`src/rtl/issue_credit_ctrl.sv`:
```
// issue_credit_ctrl
// Credit and pointer bookkeeping for the issue stage. It tracks ROB (64),
// RS (16) and LSB (8) occupancy, hands out ROB indices to issued
// instructions and recovers from mispredict flushes.
// Optional feature macro: ISSUE_SKID_EN. When it is defined, each structure
// reports full one entry early, which keeps a slot free for a registered
// issue stage.
module issue_credit_ctrl (
  input  logic       clk,
  input  logic       rst,
  input  logic       rdy,
  input  logic       flush,
  input  logic       if_req,
  input  logic       if_is_mem,
  output logic       issue_grant,
  output logic [5:0] alloc_index,
  input  logic       rob_commit,
  input  logic       rs_release,
  input  logic       lsb_release,
  output logic [5:0] rob_head,
  output logic [6:0] rob_count,
  output logic [4:0] rs_count,
  output logic [3:0] lsb_count,
  output logic       rob_full,
  output logic       rs_full,
  output logic       lsb_full,
  output logic       underflow_err
);

`ifdef ISSUE_SKID_EN
  localparam logic [6:0] ROB_THRESH = 7'd63;
  localparam logic [4:0] RS_THRESH  = 5'd15;
  localparam logic [3:0] LSB_THRESH = 4'd7;
`else
  localparam logic [6:0] ROB_THRESH = 7'd64;
  localparam logic [4:0] RS_THRESH  = 5'd16;
  localparam logic [3:0] LSB_THRESH = 4'd8;
`endif

  typedef enum logic {
    RUN     = 1'b0,
    RECOVER = 1'b1
  } state_t;

  state_t     state;
  logic [5:0] tail;

  logic       active;
  logic       res_ok;
  logic       rs_inc;
  logic       lsb_inc;
  logic       commit_ok;
  logic       rs_dec;
  logic       lsb_dec;
  logic       underflow_now;
  logic [6:0] rob_count_nxt;
  logic [4:0] rs_count_nxt;
  logic [3:0] lsb_count_nxt;

  assign alloc_index = tail;

  // Full flags follow the current counts, so a release in this cycle cannot free a slot for a grant in the same cycle.
  always_comb begin
    rob_full = (rob_count >= ROB_THRESH);
    rs_full  = (rs_count  >= RS_THRESH);
    lsb_full = (lsb_count >= LSB_THRESH);
  end

  // Grant an instruction only while running, unflushed, enabled, and with room in the ROB and its target structure.
  always_comb begin
    active      = rdy & ~flush & (state == RUN);
    res_ok      = if_is_mem ? ~lsb_full : ~rs_full;
    issue_grant = active & if_req & ~rob_full & res_ok;
    rs_inc      = issue_grant & ~if_is_mem;
    lsb_inc     = issue_grant & if_is_mem;
  end

  // Accept only the retirements and releases whose counter holds something; any other one flags an underflow.
  always_comb begin
    commit_ok     = active & rob_commit  & (rob_count != 7'd0);
    rs_dec        = active & rs_release  & (rs_count  != 5'd0);
    lsb_dec       = active & lsb_release & (lsb_count != 4'd0);
    underflow_now = active & ((rob_commit  & (rob_count == 7'd0)) |
                              (rs_release  & (rs_count  == 5'd0)) |
                              (lsb_release & (lsb_count == 4'd0)));
  end

  // Net occupancy change: a same-cycle grant and release cancel out.
  always_comb begin
    rob_count_nxt = rob_count + {6'd0, issue_grant} - {6'd0, commit_ok};
    rs_count_nxt  = rs_count  + {4'd0, rs_inc}      - {4'd0, rs_dec};
    lsb_count_nxt = lsb_count + {3'd0, lsb_inc}     - {3'd0, lsb_dec};
  end

  // Control FSM and all bookkeeping registers; reset wins, then rdy gates everything, then flush.
  always_ff @(posedge clk) begin
    if (rst) begin
      state         <= RUN;
      rob_head      <= 6'd0;
      tail          <= 6'd0;
      rob_count     <= 7'd0;
      rs_count      <= 5'd0;
      lsb_count     <= 4'd0;
      underflow_err <= 1'b0;
    end else if (rdy) begin
      if (flush) begin
        state     <= RECOVER;
        rob_head  <= 6'd0;
        tail      <= 6'd0;
        rob_count <= 7'd0;
        rs_count  <= 5'd0;
        lsb_count <= 4'd0;
      end else begin
        case (state)
          RUN: begin
            rob_count <= rob_count_nxt;
            rs_count  <= rs_count_nxt;
            lsb_count <= lsb_count_nxt;
            if (issue_grant) begin
              tail <= tail + 6'd1;
            end
            if (commit_ok) begin
              rob_head <= rob_head + 6'd1;
            end
            if (underflow_now) begin
              underflow_err <= 1'b1;
            end
          end
          RECOVER: begin
            state <= RUN;
          end
          default: begin
            state <= RUN;
          end
        endcase
      end
    end
  end

endmodule

```
`config.mk`:
```
export PLATFORM = sky130hd
export DESIGN_NAME = issue_credit_ctrl
export DESIGN_NICKNAME = d
export VERILOG_FILES = /design/src/rtl/issue_credit_ctrl.sv
export SDC_FILE = /design/constraint.sdc
export NUM_CORES = 1
export LEC_CHECK = 0
export CORE_MARGIN = 2
export CORE_UTILIZATION = 40
export DETAILED_ROUTE_END_ITERATION = 7
export HOLD_SLACK_MARGIN = 0.06
export PLACE_DENSITY = 0.67
export SYNTH_ARGS = -nofsm -noshare
export SYNTH_HDL_FRONTEND = slang
export SYNTH_SLANG_ARGS = --single-unit
```
`constraint.sdc`:
```
create_clock -name clk -period 3.6 [get_ports clk]
set_clock_uncertainty 0.2 [all_clocks]
set_input_delay 0.72 -clock clk [delete_from_list [all_inputs] [get_ports clk]]
set_output_delay 0.72 -clock clk [all_outputs]
set_load 0.005 [all_outputs]
```
==> flow_summary.ini, run 1 <==
[worst_hold_path]
whs_path_depth = 2
min_path_type = reg -> reg
min_to = underflow_err
hold_start = underflow_err

[logic_synthesis]
synthDistinctLibCells = 47
syn_area_per_cell_sq_um = 8.546
syn_nets = 276
seq_area_frac_synth_pct = 29.16
synthCells = 241
ys_warn_count = 0
async_flop_share_pct = 0
ys.flop_type = dfxtp_1
synth_edf_count = 0
netlist_area_sq_mm = 0.002059
ys_seq_elements = 30

[final_layout]
final_cell_mix = clkdlybuf4s50_1, nor2_1, dfxtp_1, inv_1, ha_1
design_area_sq_mm = 0.002789
drive_gt1_share_pct = 15.67
diodes = 0
layout_commonest_cell = clkdlybuf4s50_1
areaGrowthSynthToFinish_pct = 35.42
nets = 334

[clocking]
insertion_delay_ns = 0.28
cts_sinks = 30
cts_tree = done
root_buffer = clkbuf_8
path_clk_slew_ns = 0.06
hold_buffers = 0
cts_buffers = 5
h-tree-depth = 2
cts.path.max_buffers = 2

[setup_path]
r2r_end = rs_count[4]
cp.arrival_ns = 3.39
worstPathRequired_ns = 3.63
cp-start-kind = input pin
cp-end-kind = flip-flop
regToRegSetupSlack_ns = 0.37
reg2reg_depth = 14
path_class = in -> reg
crit_fanout = 2
reg2reg_from = rs_count[2]

[sta]
max-slew-margin-rel_pct = 52.01
setup_viol = 0
slew_violations = 0
clock.fmax_mhz = 297.4
tightestPinTransition_ns = 0.7176
grt_setup_unrepaired = false
final.setup.worst_slack_ns = 0.2370
fin_crit_ns = 3.363
hold_violations = 0
fin_setup_tns_ns = 0
final.period_utilization_pct = 93.42

[global_routing]
grt_pass1_wl_um = 7928
overflow = 0
antenna_found_initial = 0
grt_max_degree = 21
grt_pass1_vias = 1810
grtUsageTotal_pct = 18.09

[route]
antenna_left = 0
route.vias.total = 1851
finalWirelength_um = 4711
drt_pass1_iterations = 4
initialDrtViolationCount = 61
via_per_inst = 5.003
drc = 0
wire_per_inst_um = 12.73

[floorplanning]
die_y_um = 75.76
start_util_pct = 40.84
core_area_sq_mm = 0.005042
fp-row-count = 26
dieArea_sq_mm = 0.005739
die_w_um = 75.76
ios = 42

[placement]
io_buffer_count = 41
pre_cts_slack_ns = -0.3714
post-dp-hpwl_um = 3490
gp_congestion = 0.7908
dpl_cell_area_sq_mm = 0.002654

[status]
outcome = finished clean

[power]
p_total_mw = 0.6988
p_per_area_mw_per_mm2 = 250.6
vdd_drop_max_mv = 0.1478
power_frac_comb_pct = 11.3
p_int_mw = 0.5274
switching_share_pct = 24.52
clkPwrFrac_pct = 40.4
p_seq_share_pct = 48.3
p_switching_mw = 0.1714
p_leak_nw = 1.115

[run]
maxCapViolations = 0
[cell families after synthesis]
family / count (synthesis) / synth area share, %
AND/OR/NAND/NOR: 85 / 22.48
AO/OA/AOI/OAI: 53 / 19.62
buffers and inverters: 35 / 6.622
flip-flops: 30 / 29.16
adder cells (fa/ha/maj): 26 / 16.89
XOR/XNOR: 10 / 4.253
multiplexers: 2 / 0.9721
[worst max path at each step]
stage / start / endpoint / slack [ns] / cells past startpoint
floorplan: rdy / rs_count[4] / 0.17 / 15
global placement: rdy / rs_count[4] / -0.25 / 15
detailed placement: rdy / rs_count[4] / -0.37 / 15
CTS: rdy / rs_count[4] / 0.01 / 15
global route: if_req / rs_count[4] / 0.11 / 14
finish: if_req / rs_count[4] / 0.24 / 14
[worst max-delay path, cell delays in order]
cell	delay, ns
clkdlybuf4s50_1	0.52
nand2b_4	0.07
nor3_2	0.22
nand2b_1	0.09
ha_1	0.27
inv_1	0.04
ha_1	0.18
inv_1	0.08
fa_2	0.20
nand2b_4	0.13
a21oi_2	0.06
or3_4	0.33
a2111o_1	0.41
nand3_1	0.06
[synthesized netlist by cell type (4+ instances only)]
cell	instances	area share [%]
clkbuf_1	5	0.91
buf_2	4	0.97
nor2b_1	4	1.2
o21ai_0	5	1.2
nand2_1	11	2.0
ha_1	23	14
xnor2_1	7	3.0
nor2_1	32	5.8
or3_1	5	1.5
a211oi_2	4	2.4
a22oi_1	9	3.3
a21oi_1	15	3.6
dfxtp_1	30	29
nand2b_1	8	2.4
inv_1	26	4.7
a21o_1	4	1.5
nand3_1	5	1.2
[state kept, by name, summed over array words and instances (netlist names)]
| register | flops |
|---|---|
| underflow_err | 1 |
| rob_head | 6 |
| alloc_index | 6 |
| lsb_count | 4 |
| state | 1 |
| rob_count | 7 |
| rs_count | 5 |
[repair_timing]
action / in CTS / in global routing
buffers inserted: 1 / 0
setup endpoints to repair: 1 / 2
resized for setup: 3 / 6
pin swaps: 1 / 0
[stage by stage]
stage	util (%)	instances	hold slack, ns
5_1_grt	55.31	370	0.3126
4_1_cts	54.91	370	0.2837
3_3_place_gp	52.63	361	0.2600
6_report	55.31	370	0.2814
3_5_place_dp	52.63	361	0.2597
2_1_floorplan	-	241	0.2577
[power by group through the flow]
stage | registers [mW] | logic, mW | clock network, mW
after global placement | 0.345 | 0.0759 | 0
final | 0.338 | 0.0787 | 0.283
after CTS | 0.337 | 0.0790 | 0.291
after global routing | 0.338 | 0.0860 | 0.306
after detailed placement | 0.345 | 0.0757 | 0
after floorplan | 0.345 | 0.0384 | 0
[metal layers]
layer | GRT usage, % | share of wire, % | wire (um)
met5 | 0 | 0 | 0
met4 | 6.433 | 1.6 | 74
met3 | 3.439 | 3.2 | 149
met2 | 30.94 | 49 | 2303
met1 | 22.59 | 46 | 2183
[cell type report]
cell class | instances | area, sq um
well taps | 70 | 87.58
flip-flops and latches | 30 | 600.6
repair buffers | 60 | 555.5
clock inverters | 1 | 5.005
fillers | 462 | 2253
inverters | 26 | 97.59
multi-input cells | 176 | 1356
clock buffers | 7 | 86.33
Note: power is estimated with default switching activity, not from simulation.
==> run 2: changes to the inputs <==
- PLACE_DENSITY: 0.67 -> not set
- clock period: 3.6 -> 3.9 ns (I/O delays scaled with it)
==> run 2 against run 1 <==
Compared with the run above:
- die area stayed put
- critical path type unchanged
- non-clock buffer count fell by 2
- critical endpoint unchanged
- sequential power down 7.7%
- global-route usage shrank 1.1 points
==> flow_summary.ini, run 2 (synthesis results as in run 1) <==
[status]
outcome = finished clean

[floorplanning]
fp-row-count = 26
start_util_pct = 40.84
die_w_um = 75.76
ios = 42
die_y_um = 75.76
core_area_sq_mm = 0.005042
dieArea_sq_mm = 0.005739

[final_layout]
diodes = 0
largest_reg_flops = 7
drive_gt1_share_pct = 13.76
top_register = rob_count
multi_input_comb_area_sq_mm = 0.001330
utilization_pct = 54.52
nets = 332
layout_commonest_cell = clkdlybuf4s50_1
regArea_sq_um = 600.6
areaGrowthSynthToFinish_pct = 33.48
final_cell_mix = clkdlybuf4s50_1, nor2_1, dfxtp_1, inv_1, ha_1
nFillCells = 497

[route]
via_per_inst = 4.834
wire_per_inst_um = 12.30
route.vias.total = 1779
drc = 0
drt_pass1_iterations = 4
finalWirelength_um = 4525
initialDrtViolationCount = 57
antenna_left = 0

[setup_path]
cp-end-kind = flip-flop
cp.arrival_ns = 3.69
cp_cell_sequence = clkdlybuf4s50_1 > and2b_4 > nand2b_1 > nor3_2 > nand2b_1 > ha_1 > inv_1 > ha_1 > inv_1 > fa_1 > nand2b_1 > a21oi_1 > o21ai_0 > a2111o_1 > nand3_1
cp-start-kind = input pin
crit_path_frequent_cell = nand2b_1
slowest_stage = clkdlybuf4s50_1
crit_fanout = 4
max_stage_delay_ns = 0.49
path_class = in -> reg
crit_family = simple AND/OR/NAND/NOR gates
worst-path-buf-inv = 3
worstPathRequired_ns = 3.93

[run]
maxCapViolations = 0

[worst_hold_path]
min_path_type = reg -> reg

[sta]
fin_crit_ns = 3.668
clock.fmax_mhz = 272.6
max-slew-margin-rel_pct = 63.29
final.period_utilization_pct = 94.06
slew_violations = 0
hold_violations = 0
tightestPinTransition_ns = 0.5489
setup_viol = 0

[clocking]
cts.path.max_buffers = 2
h-tree-depth = 2
cts_tree = done
path_clk_slew_ns = 0.07
cts_buffers = 5
cts_sinks = 30
root_buffer = clkbuf_8
insertion_delay_ns = 0.28
hold_buffers = 0

[global_routing]
overflow = 0
grt_pass1_wl_um = 7417
grt_max_degree = 17
grt_pass1_vias = 1586
antenna_found_initial = 0
grtUsageTotal_pct = 17.01

[power]
p_leak_nw = 1.084
p_per_area_mw_per_mm2 = 233.6
p_total_mw = 0.6423
vdd_drop_max_mv = 0.1554

[placement]
io_buffer_count = 41
post-dp-hpwl_um = 3542
gp_congestion = 0.7526
run 2: through the flow:
step / TNS, ns / instance area [sq um] / hold WS [ns] / setup slack [ns] / std cells
4_1_cts: 0 / 2734 / 0.2867 / 0.1562 / 367
3_5_place_dp: -0.1532 / 2639 / 0.2603 / -0.1192 / 359
6_report: 0 / 2749 / 0.2837 / 0.2318 / 368
5_1_grt: -0.001376 / 2749 / 0.3052 / -0.001376 / 368
2_1_floorplan: 0 / 2059 / 0.2577 / 0.4063 / 241
3_3_place_gp: -0.04604 / 2639 / 0.2684 / -0.04604 / 359
run 2: timing repair:
action / CTS / global route
setup buffers: 0 / 1
setup endpoints to repair: 0 / 1
resized for setup: 0 / 2
run 2: metal layers:
metal | GRT usage (%) | routed length (um) | share of wire [%] | vias to the layer above
met5 | 0 | 0 | 0 | -
met1 | 24.78 | 2287 | 51 | 802
met3 | 4.762 | 158 | 3.5 | 9
met4 | 5.653 | 97 | 2.1 | 0
met2 | 24.04 | 1982 | 44 | 26
li1 | - | - | - | 942
run 2: path summary, 6_finish.rpt:
| check | start | to | slack (ns) | cells after the start |
|---|---|---|---|---|
| setup reg to reg | rs_count[2] | rs_count[4] | 0.64 | 14 |
| hold / removal | state | state | 0.28 | 2 |
| hold reg to reg | state | state | 0.28 | 2 |
| setup / recovery | rdy | rs_count[4] | 0.23 | 15 |
run 2: area by class of cell:
type | instances | share of cell area [%]
clock buffer | 6 | 3.004
clock inverter | 2 | 0.4552
inverter | 26 | 3.550
multi-input combinational | 176 | 48.38
sequential | 30 | 21.85
tap | 70 | 3.186
timing repair buffer | 58 | 19.57
run 2: where the power goes:
group          switching [mW]  internal, mW  total (mW)
Clock                   0.118         0.142       0.260
Combinational          0.0362        0.0346      0.0708
Sequential            0.00261         0.309       0.312
Total                   0.157         0.485       0.642
run 2: tightest hold or removal path, cell delays in order, from the launching register on:
cell,delay [ns]
dfxtp_1,0.32
nand2b_1,0.07
a21oi_1,0.06
==> run 3: changes to the inputs <==
- MAX_ROUTING_LAYER: not set -> met4
==> run 3 against run 2 <==
Compared with the run above:
- non-clock buffer count did not move
- total power barely moved
- global-route usage grew 0.52 points
- critical path type unchanged
- critical endpoint unchanged
- largest power group unchanged
==> flow_summary.ini, run 3 (synthesis results as in run 1) <==
[setup_path]
slowest_stage = clkdlybuf4s50_1
worst-path-buf-inv = 3
cp-end-kind = flip-flop
cp-start-kind = input pin
cp.arrival_ns = 3.69
max_stage_delay_ns = 0.49
cp_cell_sequence = clkdlybuf4s50_1 > and2b_4 > nand2b_1 > nor3_2 > nand2b_1 > ha_1 > inv_1 > ha_1 > inv_1 > fa_1 > nand2b_1 > a21oi_1 > o21ai_0 > a2111o_1 > nand3_1
crit_fanout = 4
crit_path_frequent_cell = nand2b_1
worstPathRequired_ns = 3.93
path_class = in -> reg
crit_family = simple AND/OR/NAND/NOR gates

[sta]
slew_violations = 0
setup_viol = 0
hold_violations = 0
fin_setup_tns_ns = 0
tightestPinTransition_ns = 0.5489
final.period_utilization_pct = 94.06
fin_crit_ns = 3.668
max-slew-margin-rel_pct = 63.29
clock.fmax_mhz = 272.6

[route]
route.vias.total = 1779
via_per_inst = 4.834
drc = 0
drt_pass1_iterations = 4
wire_per_inst_um = 12.30
initialDrtViolationCount = 57
antenna_left = 0
finalWirelength_um = 4527

[final_layout]
utilization_pct = 54.52
drive_gt1_share_pct = 13.76
areaGrowthSynthToFinish_pct = 33.48
top_register = rob_count
largest_reg_flops = 7
nFillCells = 497
layout_commonest_cell = clkdlybuf4s50_1
final_cell_mix = clkdlybuf4s50_1, nor2_1, dfxtp_1, inv_1, ha_1
diodes = 0
nets = 332

[global_routing]
grt_pass1_vias = 1586
antenna_found_initial = 0
grtUsageTotal_pct = 17.53
overflow = 0
grt_max_degree = 17
grt_pass1_wl_um = 7417

[power]
p_switching_mw = 0.1571
p_per_area_mw_per_mm2 = 233.7
p_leak_nw = 1.084
switching_share_pct = 24.46
power_frac_comb_pct = 11.0
p_seq_share_pct = 48.5
clkPwrFrac_pct = 40.5
vdd_drop_max_mv = 0.1554
p_int_mw = 0.4852

[floorplanning]
ios = 42
fp-row-count = 26
core_area_sq_mm = 0.005042
start_util_pct = 40.84
die_w_um = 75.76
die_y_um = 75.76
dieArea_sq_mm = 0.005739

[clocking]
cts_buffers = 5
root_buffer = clkbuf_8
cts_tree = done
insertion_delay_ns = 0.28
cts_sinks = 30
cts.path.max_buffers = 2
h-tree-depth = 2
hold_buffers = 0
path_clk_slew_ns = 0.07

[run]
maxCapViolations = 0

[placement]
io_buffer_count = 41
post-dp-hpwl_um = 3542
gp_congestion = 0.7622

[status]
outcome = finished clean

[worst_hold_path]
min_path_type = reg -> reg
[run 3: cell counts in the layout (fill, tap and decap cells not counted)]
No cell type changed its count.
[run 3: tightest hold or removal path, stage by stage (launching register included)]
cell      delay, ns
dfxtp_1        0.32
nand2b_1       0.07
a21oi_1        0.06
[run 3: routing by layer]
layer  up-vias  track usage, %  part of all wire [%]
li1        942               -                     -
met1       802           25.02                    51
met2        26           24.04                    44
met3         9           4.365                   3.0
met4         0           5.653                   2.1
met5         -               -                     0
[run 3: power by group through the flow]
| stage | clock [mW] | combinational (mW) | sequential [mW] |
|---|---|---|---|
| 2_1_floorplan | 0 | 0.0354 | 0.318 |
| 3_3_place_gp | 0 | 0.0695 | 0.319 |
| 3_5_place_dp | 0 | 0.0696 | 0.318 |
| 4_1_cts | 0.266 | 0.0700 | 0.312 |
| 5_1_grt | 0.284 | 0.0774 | 0.312 |
| 6_report | 0.260 | 0.0708 | 0.312 |
[run 3: path summary, 6_finish.rpt]
check	cells after the start	startpoint	slack [ns]	endpoint
max reg2reg	14	rs_count[2]	0.64	rs_count[4]
max	15	rdy	0.23	rs_count[4]
min reg2reg	2	state	0.28	state
min	2	state	0.28	state
[run 3: stage by stage]
| stage | cells | power [mW] | hold slack [ns] | setup slack, ns | area, sq um |
|---|---|---|---|---|---|
| after CTS | 367 | 0.6479 | 0.2867 | 0.1562 | 2734 |
| final | 368 | 0.6423 | 0.2837 | 0.2318 | 2749 |
| after detailed placement | 359 | 0.3881 | 0.2603 | -0.1192 | 2639 |
| after floorplan | 241 | 0.3536 | 0.2577 | 0.4063 | 2059 |
| after global routing | 368 | 0.6726 | 0.3052 | -0.001376 | 2749 |
| after global placement | 359 | 0.3881 | 0.2684 | -0.04604 | 2639 |
[run 3: timing repair]
item,in CTS,in global routing
endpoints found under the hold margin,0,0
gates resized for setup,0,2
buffers inserted,0,1
setup endpoints to repair,0,1
[run 3: layout make-up]
type	count	area, sq um	share of cell area (%)
Sequential cell	30	600.6	21.85
Multi-Input combinational cell	176	1330	48.38
Timing Repair Buffer	58	538.0	19.57
Clock buffer	6	82.58	3.004
Clock inverter	2	12.51	0.4552
Inverter	26	97.59	3.550
Tap cell	70	87.58	3.186
